### config.mk
export PLATFORM = sky130hd
export DESIGN_NAME = param_shift_reg_flat
export DESIGN_NICKNAME = d
export VERILOG_FILES = /design/src/rtl/param_shift_reg_if.sv /design/src/rtl/param_shift_reg.sv /design/src/flat_wrapper.sv
export SDC_FILE = /design/constraint.sdc
export NUM_CORES = 1
export LEC_CHECK = 0
export CELL_PAD_IN_SITES_DETAIL_PLACEMENT = 2
export CELL_PAD_IN_SITES_GLOBAL_PLACEMENT = 2
export CORE_ASPECT_RATIO = 0.9
export CORE_UTILIZATION = 38
export CTS_BUF_LIST = sky130_fd_sc_hd__clkbuf_16
export DETAILED_ROUTE_END_ITERATION = 10
export DONT_BUFFER_PORTS = 1
export GPL_TIMING_DRIVEN = 0
export PLACE_DENSITY_LB_ADDON = 0.05
export SETUP_SLACK_MARGIN = 0.3
export SYNTH_ARGS = -nofsm -noshare
export SYNTH_HDL_FRONTEND = slang
export SYNTH_SLANG_ARGS = --single-unit
### constraint.sdc
create_clock -name clk -period 2.4 [get_ports clk]
set_clock_uncertainty 0.2 [all_clocks]
set_input_delay 0.48 -clock clk [delete_from_list [all_inputs] [get_ports clk]]
set_output_delay 0.48 -clock clk [all_outputs]
set_load 0.02 [all_outputs]
### src/rtl/param_shift_reg_if.sv
// Control and observation bundle for param_shift_reg. The master drives the
// operation controls and the slave (the register) drives the state outputs.
interface param_shift_reg_if #(
  parameter int WIDTH = 8,
  parameter int CNT_W = $clog2(WIDTH + 1)
);
  logic             sclr;
  logic             en;
  logic [2:0]       mode;
  logic [WIDTH-1:0] d;
  logic             sin;
  logic [WIDTH-1:0] q;
  logic             sout_msb;
  logic             sout_lsb;
  logic [CNT_W-1:0] shift_cnt;
  logic             drained;

  modport master (
    output sclr, en, mode, d, sin,
    input  q, sout_msb, sout_lsb, shift_cnt, drained
  );

  modport slave (
    input  sclr, en, mode, d, sin,
    output q, sout_msb, sout_lsb, shift_cnt, drained
  );
endinterface

### src/rtl/param_shift_reg.sv
// WIDTH-bit universal register: hold, load, shift, rotate and arithmetic shift,
// with a saturating count of shifts since the last load or clear.
module param_shift_reg #(
  parameter int               WIDTH     = 8,
  parameter logic [WIDTH-1:0] RESET_VAL = {WIDTH{1'b0}},
  localparam int              CNT_W     = $clog2(WIDTH + 1)
) (
  input logic              clk,
  input logic              rst,
  param_shift_reg_if.slave bus
);
  localparam logic [2:0] M_HOLD = 3'b000;
  localparam logic [2:0] M_LOAD = 3'b001;
  localparam logic [2:0] M_SHL  = 3'b010;
  localparam logic [2:0] M_SHR  = 3'b011;
  localparam logic [2:0] M_ROL  = 3'b100;
  localparam logic [2:0] M_ROR  = 3'b101;
  localparam logic [2:0] M_ASR  = 3'b110;

  localparam logic [CNT_W-1:0] CNT_MAX = CNT_W'(WIDTH);

  logic [WIDTH-1:0] q_r, q_nxt;
  logic [CNT_W-1:0] cnt_r, cnt_nxt;
  logic             is_shift;

  always_comb begin
    q_nxt    = q_r;
    cnt_nxt  = cnt_r;
    is_shift = 1'b0;
    if (bus.sclr) begin
      q_nxt   = '0;
      cnt_nxt = '0;
    end else if (bus.en) begin
      case (bus.mode)
        M_HOLD: q_nxt = q_r;
        M_LOAD: begin
          q_nxt   = bus.d;
          cnt_nxt = '0;
        end
        M_SHL: begin
          q_nxt    = {q_r[WIDTH-2:0], bus.sin};
          is_shift = 1'b1;
        end
        M_SHR: begin
          q_nxt    = {bus.sin, q_r[WIDTH-1:1]};
          is_shift = 1'b1;
        end
        M_ROL: begin
          q_nxt    = {q_r[WIDTH-2:0], q_r[WIDTH-1]};
          is_shift = 1'b1;
        end
        M_ROR: begin
          q_nxt    = {q_r[0], q_r[WIDTH-1:1]};
          is_shift = 1'b1;
        end
        M_ASR: begin
          q_nxt    = {q_r[WIDTH-1], q_r[WIDTH-1:1]};
          is_shift = 1'b1;
        end
        default: q_nxt = q_r;
      endcase
      // The count sticks at WIDTH; the data path keeps shifting regardless.
      if (is_shift && (cnt_r != CNT_MAX)) begin
        cnt_nxt = cnt_r + 1'b1;
      end
    end
  end

  always_ff @(posedge clk or negedge rst) begin
    if (!rst) begin
      q_r   <= RESET_VAL;
      cnt_r <= '0;
    end else begin
      q_r   <= q_nxt;
      cnt_r <= cnt_nxt;
    end
  end

  assign bus.q         = q_r;
  assign bus.sout_msb  = q_r[WIDTH-1];
  assign bus.sout_lsb  = q_r[0];
  assign bus.shift_cnt = cnt_r;
  assign bus.drained   = (cnt_r == CNT_MAX);
endmodule
### src/flat_wrapper.sv
// flat-port wrapper written by rule: the top's interface ports become plain ports
module param_shift_reg_flat 
#(
  parameter int               WIDTH     = 8,
  parameter logic [WIDTH-1:0] RESET_VAL = {WIDTH{1'b0}},
  localparam int              CNT_W     = $clog2(WIDTH + 1)
)
  (clk, rst, bus_sclr, bus_en, bus_mode, bus_d, bus_sin, bus_q, bus_sout_msb, bus_sout_lsb, bus_shift_cnt, bus_drained);
  param_shift_reg_if #(.WIDTH(WIDTH)) bus_i ();
  input logic clk;
  input logic rst;
  input wire logic [$bits(bus_i.sclr)-1:0] bus_sclr;
  input wire logic [$bits(bus_i.en)-1:0] bus_en;
  input wire logic [$bits(bus_i.mode)-1:0] bus_mode;
  input wire logic [$bits(bus_i.d)-1:0] bus_d;
  input wire logic [$bits(bus_i.sin)-1:0] bus_sin;
  output wire logic [$bits(bus_i.q)-1:0] bus_q;
  output wire logic [$bits(bus_i.sout_msb)-1:0] bus_sout_msb;
  output wire logic [$bits(bus_i.sout_lsb)-1:0] bus_sout_lsb;
  output wire logic [$bits(bus_i.shift_cnt)-1:0] bus_shift_cnt;
  output wire logic [$bits(bus_i.drained)-1:0] bus_drained;
  assign bus_i.sclr = bus_sclr;
  assign bus_i.en = bus_en;
  assign bus_i.mode = bus_mode;
  assign bus_i.d = bus_d;
  assign bus_i.sin = bus_sin;
  assign bus_q = bus_i.q;
  assign bus_sout_msb = bus_i.sout_msb;
  assign bus_sout_lsb = bus_i.sout_lsb;
  assign bus_shift_cnt = bus_i.shift_cnt;
  assign bus_drained = bus_i.drained;
  param_shift_reg #(.WIDTH(WIDTH), .RESET_VAL(RESET_VAL)) u_core (.clk(clk), .rst(rst), .bus(bus_i));
endmodule
==> flow_metrics.tcl <==
set metrics [dict create \
    grt_pass1_vias 979 \
    rsz0062_at_grt "false" \
    finalCritPeriodShare_pct 83.9 \
    hold_class "input port to flop" \
    synth_area_leaders "dfrtp_1, mux2_2, mux2i_1" \
    relSlewSlack_pct 59.6 \
    synthesis.area_um2 976 \
    ys_ff_latch 12 \
    clock-sinks 12 \
    status "completed" \
    yosysTopAreaCell "dfrtp_1" \
    fin_nets 131 \
    clkPwrFrac_pct 43.6 \
    fill_cells 272 \
    path_clk_slew_ps 50 \
    cts_buffer_depth 2 \
    wl_mm 2.82 \
    clk_latency_ps 240 \
    grt_max_degree 13 \
    dpl_cell_area_um2 1010 \
    via_count 868 \
    synthFlopType "dfrtp_1" \
    setup_viol 0 \
    switchingPower_mw 0.215 \
    port_buffers 0 \
    io_pins 31 \
    max_freq_mhz 497 \
    synthArstFlopShare_pct 100 \
    die_x_um 55.4 \
    critPathLaunchType "flop" \
    power.density_nw_per_um2 656 \
    antenna_found_initial 0 \
    seq_area_frac_synth_pct 30.8 \
    synth_top_cell_area_share_pct 30.8 \
    drt_iter0_markers 8 \
    dp_hpwl_mm 2.08 \
    syn_avg_cell_area_um2 9.12 \
    wire_per_inst_um 20.1 \
    area_delta_synth_final_pct 12.8 \
    final_cell_area_um2 1100 \
    grt_overflow 0 \
    cts_root_buf "clkbuf_16" \
    combPwrFrac_pct 18.7 \
    endpoint_kind "primary output" \
    reg2regPathDepth 6 \
    gp_congestion 0.824 \
    cp.arrival_ps 1330 \
    timing.setup.tns_ps 0 \
    worstPathRequired_ps 1720 \
    start_util_pct 39.9 \
    cts_setup_buffers 0 \
    synthesis.nets 125 \
    synthCells 107 \
    rows 17 \
    cts_tree "yes" \
    p_total_mw 0.722 \
    critPathKind "flop to primary output" \
    drv_slew 0 \
    grtUsageTotal_pct 23.1 \
    numCtsBuffers 3 \
    ir_drop_mv 0.287 \
    num_antenna_cells 0 \
    design.core.area_um2 2450 \
    power.static_leakage_nw 0.471 \
    seq_power_share_pct 37.7 \
    finalCriticalPeriod_ps 2010 \
    dp_cells 135 \
    p_sw_share_pct 29.8 \
    dieHeight_um 50.1 \
    crit_fanout 4 \
    antenna_left 0 \
    max-cap-violations 0 \
    htreeDepth 1 \
    drc 0 \
    dr.pass1.iters 4 \
    ys_warn_count 0 \
    grt_pass1_wl_mm 4.89 \
    layout-drive-gt1-share_pct 23.2 \
    final_cells 140 \
    hold_violations 0 \
    die-area_um2 2780 \
    worst_slew_pin_slew_ps 605 \
    min_path_cells 3 \
    internal_power_mw 0.507 \
    synth_edf_count 0 \
    synth.distinct_cells 32 \
    viasPerCell 6.20 \
]
layout make-up:
class	count	area, um^2	area share, %
clock inverter	1	3.75	0.341
buffer	9	60.1	5.45
inverter	5	18.8	1.70
multi-input combinational	81	597	54.2
tap	28	35.0	3.18
timing repair buffer	1	10.0	0.909
clock buffer	3	75.1	6.82
sequential	12	302	27.4
final timing paths:
check	slack, ps	startpoint	endpoint
setup / recovery	390	u_core.bus.shift_cnt[1]	bus_drained
hold / removal	330	bus_en	u_core.bus.shift_cnt[0]
setup reg to reg	490	u_core.bus.shift_cnt[1]	u_core.bus.shift_cnt[1]
hold reg to reg	440	u_core.bus.shift_cnt[0]	u_core.bus.shift_cnt[0]
max in group asynchronous	1090	rst	u_core.bus.shift_cnt[0]
min in group asynchronous	480	rst	u_core.bus.shift_cnt[1]
flip-flops by register name, indices dropped and copies added (netlist names):
register              count
u_core.bus.q              8
u_core.bus.shift_cnt      4
cells in the final DEF (no fill, tap or decap), drive strengths merged, types with 2 or more instances in the layout:
cell and n:
mux2 13, nor2b 2, nand2b 2, mux2i 6
ha 2, inv 5, dfrtp 12, buf 8
nor4 2, nand2 11, a211oi 7, o22ai 8
clkbuf 4, nor2 2, a21oi 9, nand3 3
routing by layer:
layer  wire [um]  part of all wire [%]  global-route usage [%]
met5           0                     0                       0
met4          43                   1.5                    8.75
met3         121                   4.3                    4.99
met2        1380                    49                    38.4
met1        1270                    45                    29.3
synthesized netlist by cell type, types with 2 or more instances:
cell type / n
nand2_1: 11
a211oi_1: 7
nor2_1: 2
buf_2: 3
mux2i_1: 6
o22ai_1: 8
inv_1: 5
ha_1: 2
a21oi_1: 9
dfrtp_1: 12
mux2_2: 13
buf_4: 4
nor2b_1: 2
nor4_1: 2
nand3_1: 3
nand2b_1: 2
metrics by stage:
stage	hold slack, ps	util (%)	setup slack (ps)
finish	329	45.0	387
global placement	-15.4	41.3	405
detailed placement	-15.4	41.3	372
floorplan	-15.6	-	533
global route	349	45.0	310
CTS	325	45.0	331
power by group through the flow:
stage / Sequential [mW] / Combinational, mW / Clock (mW)
finish: 0.272 / 0.135 / 0.315
global route: 0.275 / 0.151 / 0.327
CTS: 0.273 / 0.137 / 0.318
detailed placement: 0.276 / 0.129 / 0
global placement: 0.275 / 0.124 / 0
floorplan: 0.266 / 0.107 / 0
repair_timing:
action	CTS	global route
hold buffers	1	0
endpoints found under the hold margin	12	0
endpoints found under the setup margin	0	1
gates resized for setup	0	1
worst max-delay path, cell delays in order (launching register included):
cell and delay, ps:
dfrtp_1 470, inv_1 110, ha_1 160, nand3b_1 140
inv_1 200
logic make-up (layout without fill, tap and decap cells):
logic type | count (synthesis) | in the layout | synth area share (%)
adder cells (fa/ha/maj) | 2 | 2 | 2.56
multiplexers | 19 | 19 | 21.2
AO/OA/AOI/OAI | 29 | 29 | 19.9
flip-flops | 12 | 12 | 30.8
AND/OR/NAND/NOR | 29 | 29 | 15.8
XOR/XNOR | 2 | 2 | 1.80
buffers and inverters | 14 | 19 | 8.08
Power figures use the tool's default switching activity.
